==> src/rtl/mem_arb_pkg.sv <==
// Shared types for the CPU/DMA memory arbiter: FSM states, owner codes, request bundle.
package mem_arb_pkg;

  typedef enum logic [1:0] {
    IDLE   = 2'd0,
    ACCESS = 2'd1,
    ACK    = 2'd2
  } state_t;

  localparam logic OWN_CPU = 1'b0;
  localparam logic OWN_DMA = 1'b1;

  localparam int MAX_DMA_BURST_DFLT = 4;

  typedef struct packed {
    logic        we;
    logic        bw;
    logic [15:0] addr;
    logic [15:0] wdata;
  } req_t;

endpackage

==> src/rtl/mem_arbiter.sv <==
// Two-port (CPU/DMA) arbiter in front of a single-port memory; grant edge -> ACCESS -> ACK, 3 cycles per access.
// Requesters hold req until their one-cycle ack; a waiting CPU wins after MAX_DMA_BURST consecutive DMA grants.
module mem_arbiter
  import mem_arb_pkg::*;
#(
  parameter int MAX_DMA_BURST = MAX_DMA_BURST_DFLT
) (
  input  logic        clk,
  input  logic        rst,
  input  logic        cpu_req,
  input  logic        cpu_we,
  input  logic        cpu_bw,
  input  logic [15:0] cpu_addr,
  input  logic [15:0] cpu_wdata,
  output logic        cpu_ack,
  output logic [15:0] cpu_rdata,
  input  logic        dma_req,
  input  logic        dma_we,
  input  logic        dma_bw,
  input  logic [15:0] dma_addr,
  input  logic [15:0] dma_wdata,
  output logic        dma_ack,
  output logic [15:0] dma_rdata,
  output logic [15:0] mem_mab,
  output logic [15:0] mem_mdb_wr,
  output logic        mem_mw,
  output logic        mem_bw,
  input  logic [15:0] mem_mdb_rd,
  output logic        busy,
  output logic        owner
);

  localparam int            CW         = $clog2(MAX_DMA_BURST + 1);
  localparam logic [CW-1:0] STARVE_MAX = CW'(MAX_DMA_BURST);

  state_t        r_state;
  state_t        w_state_nxt;
  logic [CW-1:0] r_starve;
  logic          r_owner;
  logic [15:0]   r_mab;
  logic [15:0]   r_mdb_wr;
  logic          r_mw;
  logic          r_bw;
  logic [15:0]   r_cpu_rdata;
  logic [15:0]   r_dma_rdata;

  logic          w_grant;
  logic          w_grant_dma;
  logic          w_cpu_ack;
  logic          w_dma_ack;
  req_t          w_sel;
  logic [15:0]   w_rd_dat;

  always_ff @(posedge clk or posedge rst) begin
    if (rst) r_state <= IDLE;
    else     r_state <= w_state_nxt;
  end

  always_comb begin
    w_state_nxt = r_state;
    w_grant     = 1'b0;
    w_grant_dma = 1'b0;
    w_cpu_ack   = 1'b0;
    w_dma_ack   = 1'b0;
    case (r_state)
      IDLE: begin
        if (cpu_req || dma_req) begin
          w_grant     = 1'b1;
          w_grant_dma = dma_req && !((r_starve == STARVE_MAX) && cpu_req);
          w_state_nxt = ACCESS;
        end
      end
      ACCESS: w_state_nxt = ACK;
      ACK: begin
        w_state_nxt = IDLE;
        w_cpu_ack   = (r_owner == OWN_CPU);
        w_dma_ack   = (r_owner == OWN_DMA);
      end
      default: w_state_nxt = IDLE;
    endcase
  end

  assign w_sel    = w_grant_dma ? req_t'{dma_we, dma_bw, dma_addr, dma_wdata}
                                : req_t'{cpu_we, cpu_bw, cpu_addr, cpu_wdata};
  assign w_rd_dat = r_bw ? {8'h00, mem_mdb_rd[7:0]} : mem_mdb_rd;

  // Counts DMA grants that happened while the CPU was kept waiting.
  always_ff @(posedge clk or posedge rst) begin
    if (rst) begin
      r_starve <= '0;
    end else if (w_grant) begin
      if (w_grant_dma && cpu_req)
        r_starve <= (r_starve == STARVE_MAX) ? r_starve : r_starve + 1'b1;
      else
        r_starve <= '0;
    end
  end

  always_ff @(posedge clk or posedge rst) begin
    if (rst) begin
      r_owner     <= OWN_CPU;
      r_mab       <= '0;
      r_mdb_wr    <= '0;
      r_mw        <= 1'b0;
      r_bw        <= 1'b0;
      r_cpu_rdata <= '0;
      r_dma_rdata <= '0;
    end else begin
      r_mw <= 1'b0;
      if (w_grant) begin
        r_owner  <= w_grant_dma ? OWN_DMA : OWN_CPU;
        r_mab    <= w_sel.bw ? w_sel.addr : {w_sel.addr[15:1], 1'b0};
        r_mdb_wr <= w_sel.bw ? {w_sel.wdata[7:0], w_sel.wdata[7:0]} : w_sel.wdata;
        r_bw     <= w_sel.bw;
        r_mw     <= w_sel.we;
      end
      // r_mw is the access direction for the whole ACCESS cycle.
      if ((r_state == ACCESS) && !r_mw) begin
        if (r_owner == OWN_DMA) r_dma_rdata <= w_rd_dat;
        else                    r_cpu_rdata <= w_rd_dat;
      end
    end
  end

  assign cpu_ack    = w_cpu_ack;
  assign dma_ack    = w_dma_ack;
  assign cpu_rdata  = r_cpu_rdata;
  assign dma_rdata  = r_dma_rdata;
  assign mem_mab    = r_mab;
  assign mem_mdb_wr = r_mdb_wr;
  assign mem_mw     = r_mw;
  assign mem_bw     = r_bw;
  assign busy       = (r_state != IDLE);
  assign owner      = r_owner;

endmodule

==> config.mk <==
export PLATFORM = sky130hd
export DESIGN_NAME = mem_arbiter
export DESIGN_NICKNAME = d
export VERILOG_FILES = /design/src/rtl/mem_arb_pkg.sv /design/src/rtl/mem_arbiter.sv
export SDC_FILE = /design/constraint.sdc
export NUM_CORES = 1
export LEC_CHECK = 0
export ABC_AREA = 1
export CORE_ASPECT_RATIO = 0.75
export CORE_UTILIZATION = 44
export CTS_CLUSTER_SIZE = 12
export DETAILED_ROUTE_END_ITERATION = 12
export MAX_ROUTING_LAYER = met4
export PLACE_DENSITY = 0.85
export SYNTH_ARGS = -nofsm -noshare
export SYNTH_HDL_FRONTEND = slang
export SYNTH_SLANG_ARGS = --single-unit
==> constraint.sdc <==
create_clock -name clk -period 5.1 [get_ports clk]
set_input_delay 1.275 -clock clk [delete_from_list [all_inputs] [get_ports clk]]
set_output_delay 1.275 -clock clk [all_outputs]
set_load 0.005 [all_outputs]
==> reports/qor.tcl, run 1 <==
set qor(drt-total-wl_mm) 10.2
set qor(routing_usage_on_met3_pct) 6.13
set qor(skew_ns) 0.0154
set qor(synth.largest_area_cell) {dfrtp_1}
set qor(slew_headroom_pct) 25.6
set qor(busiest_layer) {met2}
set qor(grt_pass1_wl_mm) 15.7
set qor(worst-endpoint-required_ns) 3.83
set qor(globalRouteMet1Util_pct) 33.1
set qor(std_cell_rows) 27
set qor(start_util_pct) 45.5
set qor(route.detailed.drc) 1
set qor(initialDrtViolationCount) 263
set qor(worst-path-stages) 3
set qor(final_design_area_no_fill_um2) 5140
set qor(area_fraction_of_the_dominant_cell_type_after_synthesis_pct) 54.0
set qor(cts_hold_repair.buffers) 0
set qor(die_area_um2) 7940
set qor(yosys-top-cells-area) {dfrtp_1 54%, nand2_1 20%, a21oi_1 4.5%}
set qor(clock_transition_time_at_the_flip_flop_clock_pins_of_the_worst_setup_and_hold_paths_ns) 0.09
set qor(num-nets-final) 660
set qor(slowest_stage) {nor2_2}
set qor(setup_total_negative_slack_ns) 0
set qor(grt_antenna_before_repair) 0
set qor(grt_use_total_pct) 26.8
set qor(min-delay-path-class) {flip-flop to flip-flop}
set qor(ctsLongestPathBuffers) 2
set qor(largest_net_degree_at_the_start_of_global_routing) 53
set qor(grt_util_met2_pct) 43.4
set qor(die_h_um) 77.4
set qor(synth.yosys.warnings) 0
set qor(timing.setup.critical_path_class) {flip-flop to output pin}
set qor(drt-vias-per-instance) 5.05
set qor(crit_path_buffers_inverters) 2
set qor(finalSetupViolCount) 0
set qor(syn_nets) 510
set qor(cts_tree) {done}
set qor(critical_path.top_delay_family) {buffers and inverters}
set qor(clkLatencyLatePin_ns) 0.36
set qor(die_w_um) 103
set qor(cp.arrival_ns) 2.20
set qor(syn_to_final_growth_pct) 54.2
set qor(critical_path.endpoint_type) {output pin}
set qor(worstHoldPathCells) 2
set qor(grt_setup_unrepaired) {no}
set qor(fmaxAchievable_mhz) 288
set qor(timing.critical_path.cells) {nor2_2, inv_1, clkdlybuf4s50_1}
set qor(placement.cell_area_um2) 4930
set qor(cts-root-buf) {clkbuf_8}
set qor(synthesis.area_per_instance_um2) 7.94
set qor(floorplan.io_pins) 158
set qor(synth_area_um2) 3340
set qor(avgRoutedWirePerCell_um) 15.1
set qor(gpl.final_weighted_congestion) 0.841
set qor(timing_worst_slew_pin_value_ns) 1.12
set qor(timing.critical_path.from_type) {flip-flop}
set qor(power_per_cell_area_nw_per_um2) 554
set qor(layout-drive-gt1-share_pct) 4.35
set qor(htree_num_levels) 3
set qor(power.leakage_nw) 2.44
set qor(detailedRoute.firstPassIterationCount) 9
set qor(fin_crit_sh_pct) 68.1
set qor(antenna_cells) 0
set qor(final_antenna_net_count) 0
set qor(filler_cell_count) 568
set qor(yosysUniqueCellTypes) 22
set qor(dpl.hpwl_mm) 7.20
set qor(final.min_clock_period_ns) 3.47
set qor(ys_seq_elements) 72
set qor(detailed_route_via_count) 3416
set qor(seq_area_frac_synth_pct) 54.0
set qor(postCtsSetupBuffers) 0
set qor(status) {finished, violations left}
set qor(report.final.slew_viol_count) 0
set qor(cts_sinks) 72
set qor(via_count_of_the_first_global_routing_pass) 3298
set qor(worst-path-max-fanout) 20
set qor(synthesis.instances) 420
set qor(post_cts_resize_count) 0
set qor(report.final.hold_viol_count) 0
set qor(cts_made_buffers) 9
set qor(max-cap-violations) 0
set qor(floorplan.core_area_um2) 7330
set qor(power_consumption_mw) 2.85
set qor(ir_drop_uv) 290
set qor(delay_of_the_slowest_cell_on_the_worst_path_ns) 0.68
set qor(grt.overflow.total) 0
set qor(reg2regPathDepth) 6
set qor(port_buffers) 157
set qor(violations) {design-rule violations}
worst register-to-register path, delay by kind of cell, from the launching register on:
family / cells / cell delay (ns)
and+or+nand+nor: 2 / 1.13
buffers and inverters: 2 / 0.55
DFF: 1 / 0.42
AOI/OAI and AO/OA: 2 / 0.32
placed cells by master (no fill, tap or decap):
| master | synthesis | routed |
|---|---|---|
| nand2_1 | 174 | 174 |
| clkdlybuf4s50_1 | 0 | 157 |
| dfrtp_1 | 72 | 72 |
| nor2_1 | 35 | 35 |
| a21oi_1 | 30 | 30 |
| inv_1 | 27 | 26 |
| o21ai_0 | 22 | 22 |
| nand4_1 | 18 | 18 |
| clkbuf_8 | 0 | 9 |
| a31oi_1 | 8 | 8 |
| inv_2 | 2 | 3 |
| nor3_1 | 3 | 3 |
| nand3_1 | 2 | 2 |
| ha_1 | 2 | 2 |
| inv_6 | 0 | 2 |
| inv_8 | 0 | 2 |
| clkinvlp_4 | 0 | 2 |
| buf_4 | 2 | 2 |
| nand3_2 | 1 | 1 |
| nor2_2 | 1 | 1 |
| nand3_4 | 1 | 1 |
| nor2_4 | 1 | 1 |
| xnor2_1 | 1 | 1 |
| bufinv_16 | 0 | 1 |
logic make-up after synthesis:
kind of cell	share of synthesized area [%]
AND/OR/NAND/NOR	29.0
AO/OA/AOI/OAI	9.30
adder cells (fa/ha/maj)	0.750
buffers and inverters	6.68
flip-flops	54.0
XOR/XNOR	0.263
stage by stage:
stage / util [%] / hold slack [ns] / setup WS [ns] / instances
5_1_grt: 70.2 / 0.505 / 1.52 / 676
4_1_cts: 70.2 / 0.487 / 1.64 / 676
3_5_place_dp: 67.3 / 0.464 / 1.46 / 660
2_1_floorplan: - / 0.463 / 2.00 / 420
6_report: 70.2 / 0.487 / 1.63 / 676
3_3_place_gp: 67.3 / 0.463 / 1.59 / 660
state kept, by name (all words and copies together), names as in the netlist:
| signal | count |
|---|---|
| owner | 1 |
| mem_mw | 1 |
| mem_mab | 16 |
| r_state | 2 |
| mem_mdb_wr | 16 |
| r_starve | 3 |
| dma_rdata | 16 |
| mem_bw | 1 |
| cpu_rdata | 16 |
final timing paths:
check	from	to	slack, ns
max in group asynchronous	rst	mem_mab[7]	2.64
worst max-delay path	r_state[0]	busy	1.63
worst min register to register	dma_rdata[15]	dma_rdata[15]	0.49
min in group asynchronous	rst	cpu_rdata[12]	1.52
worst max register to register	r_state[0]	mem_mab[10]	2.56
worst min-delay path	dma_rdata[15]	dma_rdata[15]	0.49
routing by layer:
layer | vias to the layer above | wire length, um
met4 | 0 | 199
met2 | 157 | 5060
met5 | - | 0
li1 | 1637 | -
met3 | 18 | 718
met1 | 1604 | 4250
layout make-up:
class / count / area [um2] / area share, %
flip-flops and latches: 72 / 1800 / 35.0
repair buffers: 159 / 1590 / 30.8
multi-input cells: 299 / 1310 / 25.5
well taps: 101 / 126 / 2.46
clock buffers: 9 / 124 / 2.41
inverters: 29 / 109 / 2.12
clock inverters: 7 / 85.1 / 1.65
synthesized netlist by cell type:
| master | number |
|---|---|
| inv_2 | 2 |
| inv_1 | 27 |
| ha_1 | 2 |
| clkbuf_1 | 2 |
| nand4_1 | 18 |
| nor3_1 | 3 |
| a21oi_1 | 30 |
| nand3_1 | 2 |
| nor2_1 | 35 |
| buf_1 | 1 |
| xnor2_1 | 1 |
| o21ai_0 | 22 |
| a31oi_1 | 8 |
| nand3_2 | 1 |
| buf_4 | 2 |
| buf_6 | 2 |
| buf_2 | 13 |
| nor2_2 | 1 |
| dfrtp_1 | 72 |
| nand2_1 | 174 |
| nor2_4 | 1 |
| nand3_4 | 1 |
power breakdown:
group	total, mW	switching [mW]	internal (mW)
registers	1.01	0.176	0.839
logic	1.36	0.661	0.696
clock network	0.479	0.244	0.236
Note: power is estimated with default switching activity, not from simulation.
==> run 2, diff against run 1 <==
CORE_UTILIZATION = 41   (was 44)
PLACE_DENSITY = 0.8   (was 0.85)
clock period = 3.5 ns   (was 5.1 ns; I/O delays follow)
==> run 2 against run 1 <==
The flow now finishes without violations; clock skew down 0.0078 ns; clock-buffer cell count grew 3; combinational power rose by 45%.
==> reports/qor.tcl, run 2 (same netlist as run 1, synthesis figures left out) <==
set qor(status) {complete, no violations}
set qor(ir_drop_uv) 400 ;# +38%
set qor(drt-met1-wl_mm) 4.28 ;# +0.59%
set qor(power_per_cell_area_nw_per_um2) 807 ;# +46%
set qor(num-nets-final) 664 ;# +0.61%
set qor(dpl_worst_slack_ns) 0.498 ;# -0.959 ns
set qor(dpl.hpwl_mm) 6.95 ;# -3.5%
set qor(fin_hold_ws_ns) 0.481 ;# -0.00582 ns
set qor(setup_total_negative_slack_ns) 0 ;# unchanged
set qor(cts_tree) {done}
set qor(layout-drive-gt1-share_pct) 5.01 ;# +0.66 points
set qor(die_h_um) 80.1 ;# +3.5%
set qor(route.detailed.drc) 0 ;# -1
set qor(die_area_um2) 8500 ;# +7.1%
set qor(finalSetupViolCount) 0 ;# unchanged
set qor(via_count_of_the_first_global_routing_pass) 3221 ;# -2.3%
set qor(floorplan.io_pins) 158 ;# unchanged
set qor(grt_antenna_before_repair) 0 ;# unchanged
set qor(timing_worst_slew_pin_value_ns) 0.861 ;# -0.255 ns
set qor(detailed_route_via_count) 3325 ;# -2.7%
set qor(fmaxAchievable_mhz) 373
set qor(timing.critical_path.from_type) {primary input}
set qor(min-delay-path-class) {flip-flop to flip-flop}
set qor(worst-path-max-fanout) 37 ;# +85%
set qor(highest-signal-layer) {met4}
set qor(syn_to_final_growth_pct) 56.2
set qor(timing.setup.critical_path_class) {primary input to flip-flop}
set qor(detailedRoute.firstPassIterationCount) 4 ;# -5
set qor(multi_input_comb_area_um2) 1310 ;# unchanged
set qor(cts-root-buf) {clkbuf_8}
set qor(filler_cell_count) 677 ;# +19%
set qor(start_util_pct) 42.3 ;# -3.2 points
set qor(commonest_cells_after_routing_fill_and_taps_aside) {174 x nand2_1, 157 x clkdlybuf4s50_1, 72 x dfrtp_1, 35 x nor2_1, 30 x a21oi_1}
set qor(final.min_clock_period_ns) 2.68
set qor(die_w_um) 106 ;# +3.5%
set qor(max-cap-violations) 0 ;# unchanged
set qor(floorplan.core_area_um2) 7880 ;# +7.5%
set qor(clock_transition_time_at_the_flip_flop_clock_pins_of_the_worst_setup_and_hold_paths_ns) 0.08 ;# about the same
set qor(final_design_area_no_fill_um2) 5210 ;# +1.3%
set qor(drt-total-wl_mm) 9.60 ;# -6.1%
set qor(report.final.hold_viol_count) 0 ;# unchanged
set qor(postCtsSetupBuffers) 0 ;# unchanged
set qor(grt_use_total_pct) 24.7 ;# -2.1 points
set qor(grt_pass1_wl_mm) 15.6 ;# -1.0%
set qor(largest_net_degree_at_the_start_of_global_routing) 38 ;# -28%
set qor(antenna_cells) 0 ;# unchanged
set qor(skew_ns) 0.00761 ;# -0.00777 ns
set qor(std_cell_rows) 28 ;# +3.7%
set qor(final_antenna_net_count) 0 ;# unchanged
set qor(reg2regPathDepth) 10 ;# +4
set qor(post_cts_resize_count) 0 ;# unchanged
set qor(cp.arrival_ns) 2.95 ;# +0.75 ns
set qor(layout.cells.most_common) {nand2_1}
set qor(report.final.slew_viol_count) 0 ;# unchanged
set qor(power_consumption_mw) 4.21 ;# +48%
set qor(placement.cell_area_um2) 4970 ;# +0.71%
set qor(cts_made_buffers) 9 ;# unchanged
set qor(port_buffers) 157 ;# unchanged
set qor(drt-vias-per-instance) 4.86 ;# -3.8%
set qor(slew_headroom_pct) 42.5 ;# +17 points
set qor(cts_sinks) 72 ;# unchanged
set qor(worstHoldPathCells) 2 ;# unchanged
set qor(layout_setup_ws_ns) 0.820 ;# -0.809 ns
set qor(power.leakage_nw) 2.47 ;# +1.4%
set qor(worst-endpoint-required_ns) 3.77 ;# -0.06 ns
set qor(regArea_um2) 1800 ;# unchanged
set qor(clkLatencyLatePin_ns) 0.34 ;# -0.02 ns
set qor(cts_hold_repair.buffers) 0 ;# unchanged
set qor(grt_setup_unrepaired) {no}
set qor(ctsLongestPathBuffers) 2 ;# unchanged
set qor(wl_met3_um) 568 ;# -21%
set qor(detailed_routed_wire_length_on_met2_mm) 4.62 ;# -8.7%
set qor(avgRoutedWirePerCell_um) 14.0 ;# -7.2%
set qor(fin_crit_sh_pct) 76.6
set qor(initialDrtViolationCount) 197 ;# -25%
set qor(htree_num_levels) 3 ;# unchanged
set qor(grt.overflow.total) 0 ;# unchanged
set qor(critical_path.endpoint_type) {flip-flop}
set qor(gpl.final_weighted_congestion) 0.836 ;# -0.50%
-- run 2: cell types whose count changed in the layout (fill, tap and decap cells not counted) --
cell,previous run,this run
buf_4,2,6
bufinv_16,1,2
clkbuf_8,9,12
inv_6,2,0
inv_8,2,0
-- run 2: metal layers --
layer | vias to the layer above | track usage, %
met4 | 0 | 8.75
met1 | 1542 | 30.7
met2 | 128 | 39.4
met5 | - | -
met3 | 10 | 6.49
li1 | 1645 | -
-- run 2: worst max-delay path, cell delays in order --
cell and delay (ns):
clkdlybuf4s50_1 0.55, nand3_2 0.36, nand3_4 0.47, nand2_1 0.10, nand2_1 0.28, nand2_1 0.12
nand2_1 0.08, nand2_1 0.05, nand2_1 0.06
-- run 2: power breakdown --
group / internal [mW] / leakage, nW / switching (mW)
logic: 1.03 / 1.48 / 0.938
registers: 1.22 / 0.875 / 0.245
clock network: 0.460 / 0.115 / 0.309
total: 2.71 / 2.47 / 1.49
-- run 2: worst paths after layout --
check                                  to  slack (ns)         start
setup / recovery           mem_mdb_wr[10]        0.82       cpu_req
hold / removal               dma_rdata[9]        0.48  dma_rdata[9]
setup reg to reg           mem_mdb_wr[10]        1.26   r_starve[0]
hold reg to reg              dma_rdata[9]        0.48  dma_rdata[9]
max in group asynchronous   mem_mdb_wr[4]        1.87           rst
min in group asynchronous    dma_rdata[8]        0.90           rst
-- run 2: area by class of cell --
| cell class | count | share of cell area, % |
|---|---|---|
| multi-input cells | 299 | 25.2 |
| repair buffers | 163 | 31.0 |
| clock buffers | 12 | 3.17 |
| clock inverters | 4 | 1.44 |
| inverters | 29 | 2.09 |
| flip-flops and latches | 72 | 34.6 |
| well taps | 105 | 2.52 |
-- run 2: metrics by stage --
| step | cells | utilization [%] |
|---|---|---|
| finish | 684 | 66.1 |
| global route | 684 | 66.1 |
| CTS | 684 | 66.1 |
| detailed placement | 668 | 63.0 |
| global placement | 668 | 63.0 |
| floorplan | 420 | - |
==> run 3, diff against run 2 <==
clock period = 2.7 ns   (was 3.5 ns; I/O delays follow)
==> run 3 against run 2 <==
Power is 25% higher; worst hold slack better by 0.0028 ns; sequential power is 29% higher; largest cell class unchanged; clock-buffer cell count is 2 lower; first-iteration DRC count is 6.6% lower; die area stayed put; highest routed layer unchanged; critical endpoint is now dma_ack; sequential share of layout area is 0.30 points higher; cell area is 0.86% lower; clock power hardly changed.
==> reports/qor.tcl, run 3 (same netlist as run 1, synthesis figures left out) <==
set qor(final_antenna_net_count) 0 ;# unchanged
set qor(ctsLongestPathBuffers) 2 ;# unchanged
set qor(cts_hold_repair.buffers) 0 ;# unchanged
set qor(grt_antenna_before_repair) 0 ;# unchanged
set qor(via_count_of_the_first_global_routing_pass) 3198 ;# -0.71%
set qor(timing.setup.critical_path_class) {flip-flop to output pin}
set qor(floorplan.io_pins) 158 ;# unchanged
set qor(drt-met1-wl_mm) 4.36 ;# +2.0%
set qor(start_util_pct) 42.3 ;# unchanged
set qor(floorplan.core_area_um2) 7880 ;# unchanged
set qor(power_per_cell_area_nw_per_um2) 1020 ;# +26%
set qor(drt-total-wl_mm) 9.82 ;# +2.2%
set qor(status) {complete, no violations}
set qor(die_area_um2) 8500 ;# unchanged
set qor(route.detailed.drc) 0 ;# unchanged
set qor(max-cap-violations) 0 ;# unchanged
set qor(post_cts_resize_count) 0 ;# unchanged
set qor(avgRoutedWirePerCell_um) 14.3 ;# +1.8%
set qor(cts_sinks) 72 ;# unchanged
set qor(layout.cells.most_common) {nand2_1}
set qor(clkLatencyLatePin_ns) 0.35 ;# about the same
set qor(dpl_worst_slack_ns) 0.401 ;# -0.0969 ns
set qor(drt-vias-per-instance) 4.89 ;# +0.61%
set qor(detailed_route_via_count) 3360 ;# +1.1%
set qor(detailed_routed_wire_length_on_met2_mm) 4.66 ;# +1.0%
set qor(std_cell_rows) 28 ;# unchanged
set qor(finalSetupViolCount) 0 ;# unchanged
set qor(skew_ns) 0.0116 ;# +0.00403 ns
set qor(worst-path-max-fanout) 4 ;# -89%
set qor(power.leakage_nw) 2.45 ;# -0.96%
set qor(cts-root-buf) {clkbuf_8}
set qor(port_buffers) 157 ;# unchanged
set qor(num-nets-final) 667 ;# +0.45%
set qor(grt_pass1_wl_mm) 15.7 ;# +0.49%
set qor(gpl.final_weighted_congestion) 0.886 ;# +6.0%
set qor(initialDrtViolationCount) 184 ;# -6.6%
set qor(postCtsSetupBuffers) 0 ;# unchanged
set qor(report.final.slew_viol_count) 0 ;# unchanged
set qor(ir_drop_uv) 573 ;# +43%
set qor(cts_made_buffers) 9 ;# unchanged
set qor(setup_total_negative_slack_ns) 0 ;# unchanged
set qor(grt.overflow.total) 0 ;# unchanged
set qor(critical_path.endpoint_type) {output pin}
set qor(filler_cell_count) 659 ;# -2.7%
set qor(die_h_um) 80.1 ;# unchanged
set qor(detailedRoute.firstPassIterationCount) 4 ;# unchanged
set qor(fmaxAchievable_mhz) 453
set qor(syn_to_final_growth_pct) 54.8
set qor(fin_crit_sh_pct) 81.7
set qor(layout_setup_ws_ns) 0.494 ;# -0.327 ns
set qor(highest-signal-layer) {met4}
set qor(slew_headroom_pct) 58.4 ;# +16 points
set qor(report.final.hold_viol_count) 0 ;# unchanged
set qor(grt_use_total_pct) 25.0 ;# +0.26 points
set qor(final.min_clock_period_ns) 2.21
set qor(htree_num_levels) 3 ;# unchanged
set qor(grt_setup_unrepaired) {no}
set qor(die_w_um) 106 ;# unchanged
set qor(dpl.hpwl_mm) 7.17 ;# +3.1%
set qor(timing_worst_slew_pin_value_ns) 0.625 ;# -0.236 ns
set qor(largest_net_degree_at_the_start_of_global_routing) 50 ;# +32%
set qor(worst-endpoint-required_ns) 2.03 ;# -1.74 ns
set qor(commonest_cells_after_routing_fill_and_taps_aside) {174 x nand2_1, 157 x clkdlybuf4s50_1, 72 x dfrtp_1, 35 x nor2_1, 30 x a21oi_1}
set qor(timing.critical_path.from_type) {flip-flop}
set qor(clock_transition_time_at_the_flip_flop_clock_pins_of_the_worst_setup_and_hold_paths_ns) 0.08 ;# about the same
set qor(cts_tree) {done}
set qor(min-delay-path-class) {flip-flop to flip-flop}
set qor(antenna_cells) 0 ;# unchanged
set qor(layout-drive-gt1-share_pct) 5.33 ;# +0.32 points
set qor(wl_met3_um) 587 ;# +3.3%
set qor(cp.arrival_ns) 1.53 ;# -1.42 ns
run 3: changes by cell type in the layout (fill, tap and decap cells not counted), sizes merged:
cell      before  now
inv           29   30
clkinv         0    2
bufinv         2    0
clkinvlp       2    3
clkbuf        12   10
buf            6    9
run 3: report_power, final:
group / internal, mW / leakage, nW / switching, mW
Sequential: 1.59 / 0.875 / 0.316
Combinational: 1.35 / 1.49 / 1.23
Clock: 0.337 / 0.0789 / 0.431
run 3: metrics by stage:
stage	cells	hold WS (ns)	cell area [um2]	total power, mW	util, %
2_1_floorplan	420	0.463	3340	3.08	-
3_3_place_gp	671	0.463	4990	4.43	63.3
3_5_place_dp	671	0.464	4990	4.50	63.3
4_1_cts	687	0.484	5160	5.29	65.5
5_1_grt	687	0.501	5160	5.65	65.5
6_report	687	0.484	5160	5.25	65.5
run 3: final timing paths:
| kind | startpoint | to | slack (ns) | cells after the start |
|---|---|---|---|---|
| max | r_state[1] | dma_ack | 0.49 | 3 |
| max reg2reg | r_state[0] | mem_mab[0] | 0.87 | 8 |
| min reg2reg | mem_mdb_wr[8] | mem_mdb_wr[8] | 0.48 | 2 |
| min in group asynchronous | rst | mem_mab[8] | 0.68 | 3 |
| max in group asynchronous | rst | mem_mdb_wr[8] | 1.45 | 3 |
| min | mem_mdb_wr[8] | mem_mdb_wr[8] | 0.48 | 2 |
run 3: layout make-up:
type	instances	area, um2	area share [%]
repair buffers	166	1640	31.7
inverters	29	109	2.11
clock buffers	10	128	2.47
flip-flops and latches	72	1800	34.9
multi-input cells	299	1310	25.4
well taps	105	131	2.54
clock inverters	6	45.0	0.872
run 3: metal layers:
metal,up-vias,track usage [%]
met5,-,-
met4,0,9.58
met3,15,5.36
met2,132,40.5
met1,1562,30.9
li1,1651,-
run 3: worst max-delay path, cell delays in order, from the launching register on:
cell and delay, ns:
dfrtp_1 0.41, inv_1 0.07, nor3_1 0.16, clkdlybuf4s50_1 0.55
